<file path="src/rtl/rx_chan_scheduler.sv">
// rtl/rx_chan_scheduler.sv - round-robin RX FIFO slot scheduler for the packet builder
//
// Purpose:
//   Polls slots 0..L one per cycle, where L = min(channels, NUM_CHAN). Slot 0 is
//   the command/control FIFO and slots 1..NUM_CHAN are ADC channels. A slot that
//   qualifies while the USB side has space is offered to the packet builder over
//   a valid/ack handshake. A slot that qualifies while there is no space sets a
//   sticky overrun flag instead.
//
// Optional feature:
//   SCHED_STARVE_GUARD_EN - per-data-slot starvation counters that force a
//   partial slot out after STARVE_LIMIT visits, even without flush.
//
// Ports:
//   rxclk        clock, all state on the rising edge
//   reset        asynchronous active-low reset
//   channels     highest slot index to poll (clamped to NUM_CHAN)
//   chan_usedw   packed per-slot used-word counts, slot k at [k*USEDW_W +: USEDW_W]
//   chan_empty   per-slot FIFO empty flags
//   have_space   USB-side FIFO can take a full packet
//   flush        level; any non-empty slot qualifies while high
//   ack          builder accepts the current offer
//   pkt_done     pulse; builder finished the granted packet
//   req_valid    offer pending
//   req_sel      slot index offered
//   req_partial  offered slot was below THRESHOLD at grant time
//   overrun      sticky per-slot overrun flags
//   busy         high while an offer or packet is outstanding

module rx_chan_scheduler #(
   parameter int NUM_CHAN     = 4,
   parameter int USEDW_W      = 10,
   parameter int THRESHOLD    = 504,
   parameter int STARVE_LIMIT = 64
) (
   input  logic                              rxclk,
   input  logic                              reset,
   input  logic [3:0]                        channels,
   input  logic [(NUM_CHAN+1)*USEDW_W-1:0]   chan_usedw,
   input  logic [NUM_CHAN:0]                 chan_empty,
   input  logic                              have_space,
   input  logic                              flush,
   input  logic                              ack,
   input  logic                              pkt_done,
   output logic                              req_valid,
   output logic [3:0]                        req_sel,
   output logic                              req_partial,
   output logic [NUM_CHAN:0]                 overrun,
   output logic                              busy
);

   localparam int                 S        = NUM_CHAN + 1;
   localparam logic [3:0]         MAX_SLOT = 4'(NUM_CHAN);
   localparam logic [USEDW_W-1:0] THR      = USEDW_W'(THRESHOLD);

   // Parameter sanity: slot indices travel on 4-bit buses, the threshold must be
   // representable in a used-word count, and the starve counters are 8 bits.
   if (NUM_CHAN < 1 || NUM_CHAN > 15) begin : g_bad_num_chan
      $error("rx_chan_scheduler: NUM_CHAN must be 1..15");
   end
   if (THRESHOLD < 1 || THRESHOLD >= (1 << USEDW_W)) begin : g_bad_threshold
      $error("rx_chan_scheduler: THRESHOLD must fit in USEDW_W bits");
   end
   if (STARVE_LIMIT < 1 || STARVE_LIMIT > 255) begin : g_bad_starve_limit
      $error("rx_chan_scheduler: STARVE_LIMIT must be 1..255");
   end

   typedef enum logic [1:0] {
      ST_SCAN   = 2'd0,
      ST_OFFER  = 2'd1,
      ST_WAIT   = 2'd2
   } state_t;

   state_t     state;
   state_t     state_nx;

   logic [3:0] ptr;
   logic [3:0] limit;
   logic [3:0] ptr_adv;
   logic [3:0] sel_adv;

   // Per-slot decode, padded to 16 entries so a 4-bit pointer always indexes in range.
   logic [15:0] slot_full;
   logic [15:0] slot_qual;
   logic [15:0] starved;

   logic       cur_qual;
   logic       grant;
   logic       ovr_hit;
   logic       ack_take;

   // Effective poll limit and the shared wrap rule. A pointer left above a
   // lowered limit wraps to 0 on its next advance.
   always_comb begin
      limit   = (channels > MAX_SLOT) ? MAX_SLOT : channels;
      ptr_adv = (ptr >= limit)     ? 4'd0 : ptr + 4'd1;
      sel_adv = (req_sel >= limit) ? 4'd0 : req_sel + 4'd1;
   end

   always_comb begin
      slot_full = '0;
      slot_qual = '0;
      for (int k = 0; k < S; k++) begin
         slot_full[k] = (chan_usedw[k*USEDW_W +: USEDW_W] >= THR);
         slot_qual[k] = ~chan_empty[k] &&
                        ((k == 0) || slot_full[k] || flush || starved[k]);
      end
   end

   assign cur_qual = slot_qual[ptr];
   assign grant    = (state == ST_SCAN) && cur_qual && have_space;
   assign ovr_hit  = (state == ST_SCAN) && cur_qual && !have_space;
   assign ack_take = (state == ST_OFFER) && ack;

`ifdef SCHED_STARVE_GUARD_EN
   // Starvation guard: count SCAN visits of a non-empty, below-threshold data
   // slot. Emptying or granting the slot resets its count.
   logic [7:0] starve_cnt [NUM_CHAN:1];

   always_ff @(posedge rxclk or negedge reset) begin
      if (!reset) begin
         for (int k = 1; k <= NUM_CHAN; k++) starve_cnt[k] <= 8'd0;
      end else begin
         for (int k = 1; k <= NUM_CHAN; k++) begin
            if (chan_empty[k] || (grant && ptr == 4'(k))) begin
               starve_cnt[k] <= 8'd0;
            end else if (state == ST_SCAN && ptr == 4'(k) && !slot_full[k] &&
                         starve_cnt[k] != 8'hFF) begin
               starve_cnt[k] <= starve_cnt[k] + 8'd1;
            end
         end
      end
   end

   always_comb begin
      starved = '0;
      for (int k = 1; k <= NUM_CHAN; k++) begin
         starved[k] = (starve_cnt[k] >= 8'(STARVE_LIMIT));
      end
   end
`else
   assign starved = '0;
`endif

   // FSM: state register
   always_ff @(posedge rxclk or negedge reset) begin
      if (!reset) state <= ST_SCAN;
      else        state <= state_nx;
   end

   // FSM: next state. pkt_done is ignored while offering and ack while waiting.
   always_comb begin
      state_nx = state;
      case (state)
         ST_SCAN:  if (grant)    state_nx = ST_OFFER;
         ST_OFFER: if (ack)      state_nx = ST_WAIT;
         ST_WAIT:  if (pkt_done) state_nx = ST_SCAN;
         default:                state_nx = ST_SCAN;
      endcase
   end

   // FSM: outputs. An illegal encoding drives neither valid nor busy.
   always_comb begin
      req_valid = 1'b0;
      busy      = 1'b0;
      case (state)
         ST_OFFER: begin
            req_valid = 1'b1;
            busy      = 1'b1;
         end
         ST_WAIT:  busy = 1'b1;
         default:  ;
      endcase
   end

   // Scan pointer and offer latch. The pointer holds on a grant so the slot
   // being serviced is the reference for the post-packet advance.
   always_ff @(posedge rxclk or negedge reset) begin
      if (!reset) begin
         ptr         <= 4'd0;
         req_sel     <= 4'd0;
         req_partial <= 1'b0;
      end else begin
         case (state)
            ST_SCAN: begin
               if (grant) begin
                  req_sel     <= ptr;
                  req_partial <= ~slot_full[ptr];
               end else begin
                  ptr <= ptr_adv;
               end
            end
            ST_WAIT: if (pkt_done) ptr <= sel_adv;
            default: ;
         endcase
      end
   end

   // Sticky overrun flags: set when a qualified slot finds no USB space,
   // cleared when the builder accepts that slot. Clear wins a same-cycle tie.
   always_ff @(posedge rxclk or negedge reset) begin
      if (!reset) begin
         overrun <= '0;
      end else begin
         for (int k = 0; k < S; k++) begin
            if (ack_take && req_sel == 4'(k))    overrun[k] <= 1'b0;
            else if (ovr_hit && ptr == 4'(k))    overrun[k] <= 1'b1;
         end
      end
   end

endmodule

</file>
<file path="config.mk">
export PLATFORM = sky130hd
export DESIGN_NAME = rx_chan_scheduler
export DESIGN_NICKNAME = d
export VERILOG_FILES = /design/src/rtl/rx_chan_scheduler.sv
export SDC_FILE = /design/constraint.sdc
export NUM_CORES = 1
export LEC_CHECK = 0
export ABC_AREA = 1
export BUFFER_PORTS_ARGS = -buffer_cell sky130_fd_sc_hd__buf_2
export CELL_PAD_IN_SITES_DETAIL_PLACEMENT = 2
export CELL_PAD_IN_SITES_GLOBAL_PLACEMENT = 2
export CORE_MARGIN = 2
export CORE_UTILIZATION = 22
export CTS_CLUSTER_SIZE = 12
export DETAILED_ROUTE_END_ITERATION = 16
export HOLD_SLACK_MARGIN = 0.03
export PLACE_DENSITY = 0.85
export SYNTH_ARGS = -nofsm -noshare
export SYNTH_HDL_FRONTEND = slang
export SYNTH_SLANG_ARGS = --single-unit
</file>
<file path="constraint.sdc">
create_clock -name rxclk -period 2.3 [get_ports rxclk]
set_input_delay 0.46 -clock rxclk [delete_from_list [all_inputs] [get_ports rxclk]]
set_output_delay 0.46 -clock rxclk [all_outputs]
set_load 0.05 [all_outputs]
</file>
==> impl_metrics.csv <==
group,metric,value,unit
die,coreArea,6280,sq um
cts,hold_buffers,0,
timing,drv_slew,0,
timing,setup_viol,0,
power,cellPowerDensity,1210,nW/um^2
cts,htreeDepth,1,
die,rows,29,
synth,synth_ff_type,"dfrtp_1",
timing,skew,1.80,ps
synth,yosysSeqAreaShare,28.4,%
global_route,first_global_vias,1740,
final_layout,nets,356,
drt,drtIter0Drc,54,
cts,cts_tree,"built",
cts,cts.sinks,16,
drt,ant_nets,0,
die,initial_utilization,22.5,%
timing,max_freq,503,MHz
die,io_pins,77,
cts,cts_root_buf,"clkbuf_8",
global_route,antenna_found_initial,0,
synth,synthCells,201,
worst_setup_path,path_class,"input port to flip-flop",
synth,synth_edf_count,0,
final_layout,ff_latch_area,400,sq um
synth,synthTopCellsByArea,"dfrtp_1 (28%), ha_1 (18%), nand2_1 (15%)",
place,routabilityCongestion,0.785,
global_route,grt_pass1_wl,7860,um
power,p_leak,0.00104,uW
synth,synth_top_area_cell,"dfrtp_1",
final_layout,n_antenna_cell,0,
synth,synth_most_common_cell,"nand2_1",
final_layout,n_fill_cell,780,
die,die_w,84.1,um
timing,hold_viol,0,
worst_setup_path,worstPathRequired,2460,ps
timing,fin_tns_setup,0,ps
worst_setup_path,r2r_setup_slack,390,ps
worst_setup_path,crit_fanout,3,
global_route,grt_max_degree,17,
synth,yosysTopAreaCellShare,28.4,%
worst_setup_path,worstPathArrival,2150,ps
synth,yosys.cell_types.count,26,
drt,wire_per_inst,12.9,um
synth,yosys-top-cells-count,"nand2_1 (55), inv_1 (28), nor2_1 (23)",
die,dieArea,7070,sq um
die,fp.dieH,84.1,um
timing,finalCritPeriodShare,86.4,%
timing,rsz0062_at_grt,"false",
synth,async_flop_share,100,%
cts,worst_skew_pair.late_latency,250,ps
final_layout,layout-area-overhead-vs-synth,33.0,%
global_route,overflow,0,
drt,drc,0,
min_path,worst_hold_path_type,"input port to async pin",
synth,syn_area_per_cell,7.02,sq um
power,fin_total_pwr,2270,uW
cts,clockBufferDepth,2,
worst_setup_path,end_kind,"flip-flop",
synth,ys_ff_latch,16,
drt,vias_per_cell,4.42,
synth,yosys_warnings,0,
cts,cts_resized,0,
cts,path_clk_slew,60,ps
place,hpwl,3810,um
final_layout,multiInputGateArea,886,sq um
power,ir_worst_vdd,0.455,mV
worst_setup_path,critPathLaunchType,"input port",
place,io_buffers,61,
status,status,"complete, no violations",
cts,cts_setup_buffers,0,
synth,netlist_area,1410,sq um
final_layout,drive_gt1_share,29.0,%
drt,routed_wl,4460,um
timing,fin_crit,1990,ps
job,maxCapViolCount,0,
drt,firstDrtPassIters,4,
drt,via_count,1530,
global_route,grt_usage,13.4,%
cts,cts_buffers,3,
## cells in the final DEF (no fill, tap or decap), drive strengths merged
cell	instances
buf	65
nor2	24
a21oi	6
a21boi	2
dfrtp	16
clkbuf	3
nand4	3
a31oi	1
o21ai	13
conb	2
nand3	8
a211oi	1
nor3b	2
nor3	3
xnor2	2
xor2	2
o21bai	1
o21a	1
nand3b	1
o22ai	4
ha	20
inv	31
nand2	58
## final cells by class
class	instances	share of cell area (%)
Inverter	31	6.20
Timing Repair Buffer	65	17.9
Tap cell	77	5.14
Clock buffer	3	2.20
Multi-Input combinational cell	154	47.2
Sequential cell	16	21.3
## power by group
part / total (uW) / internal, uW / switching (uW)
clock network: 212 / 116 / 95.5
registers: 521 / 404 / 117
logic: 1540 / 480 / 1060
## stage by stage
stage	instances	cell area, sq um	setup slack (ps)	hold slack [ps]	util, %
6_report	346	1880	314	121	29.9
5_1_grt	346	1880	101	149	29.9
4_1_cts	346	1880	313	134	29.9
3_5_place_dp	343	1830	67.1	403	29.2
3_3_place_gp	343	1830	118	396	29.2
2_1_floorplan	202	1410	263	164	-
## per-layer routing
layer	global-route usage, %	vias to the layer above	part of all wire, %
li1	-	778	-
met1	16.1	727	42
met2	26.0	23	55
met3	0.692	2	2.3
met4	3.08	0	0.52
met5	0	-	0
## critical path, cell delays in order
cell and delay (ps):
buf_2 110, nor3b_1 290, ha_1 300, inv_1 60
a21boi_0 70, o21a_1 170, o21ai_0 220, nand2_1 140
o22ai_1 180, nand2_1 80, o21ai_0 80
## state kept, by name, summed over array words and instances, names as in the netlist
name / cells
state: 2
ptr: 4
req_partial: 1
req_sel: 4
overrun: 5
## kinds of logic after synthesis
kind of cell | Yosys count | share of synthesized area, %
xor+xnor | 4 | 2.48
fa+ha+maj | 20 | 17.7
simple gates | 99 | 30.1
compound gates | 29 | 12.0
flops | 16 | 28.4
buf+inv | 32 | 9.05
other cells | 1 | 0.266
## final timing paths
kind,to,start,cells past startpoint
hold reg to reg,req_partial,req_partial,2
hold / removal,overrun[2],reset,1
min in group rxclk,req_partial,req_partial,2
setup reg to reg,ptr[1],ptr[3],10
max in group asynchronous,req_sel[1],reset,1
setup / recovery,ptr[2],channels[3],11
(Power assumes the default switching activity.)
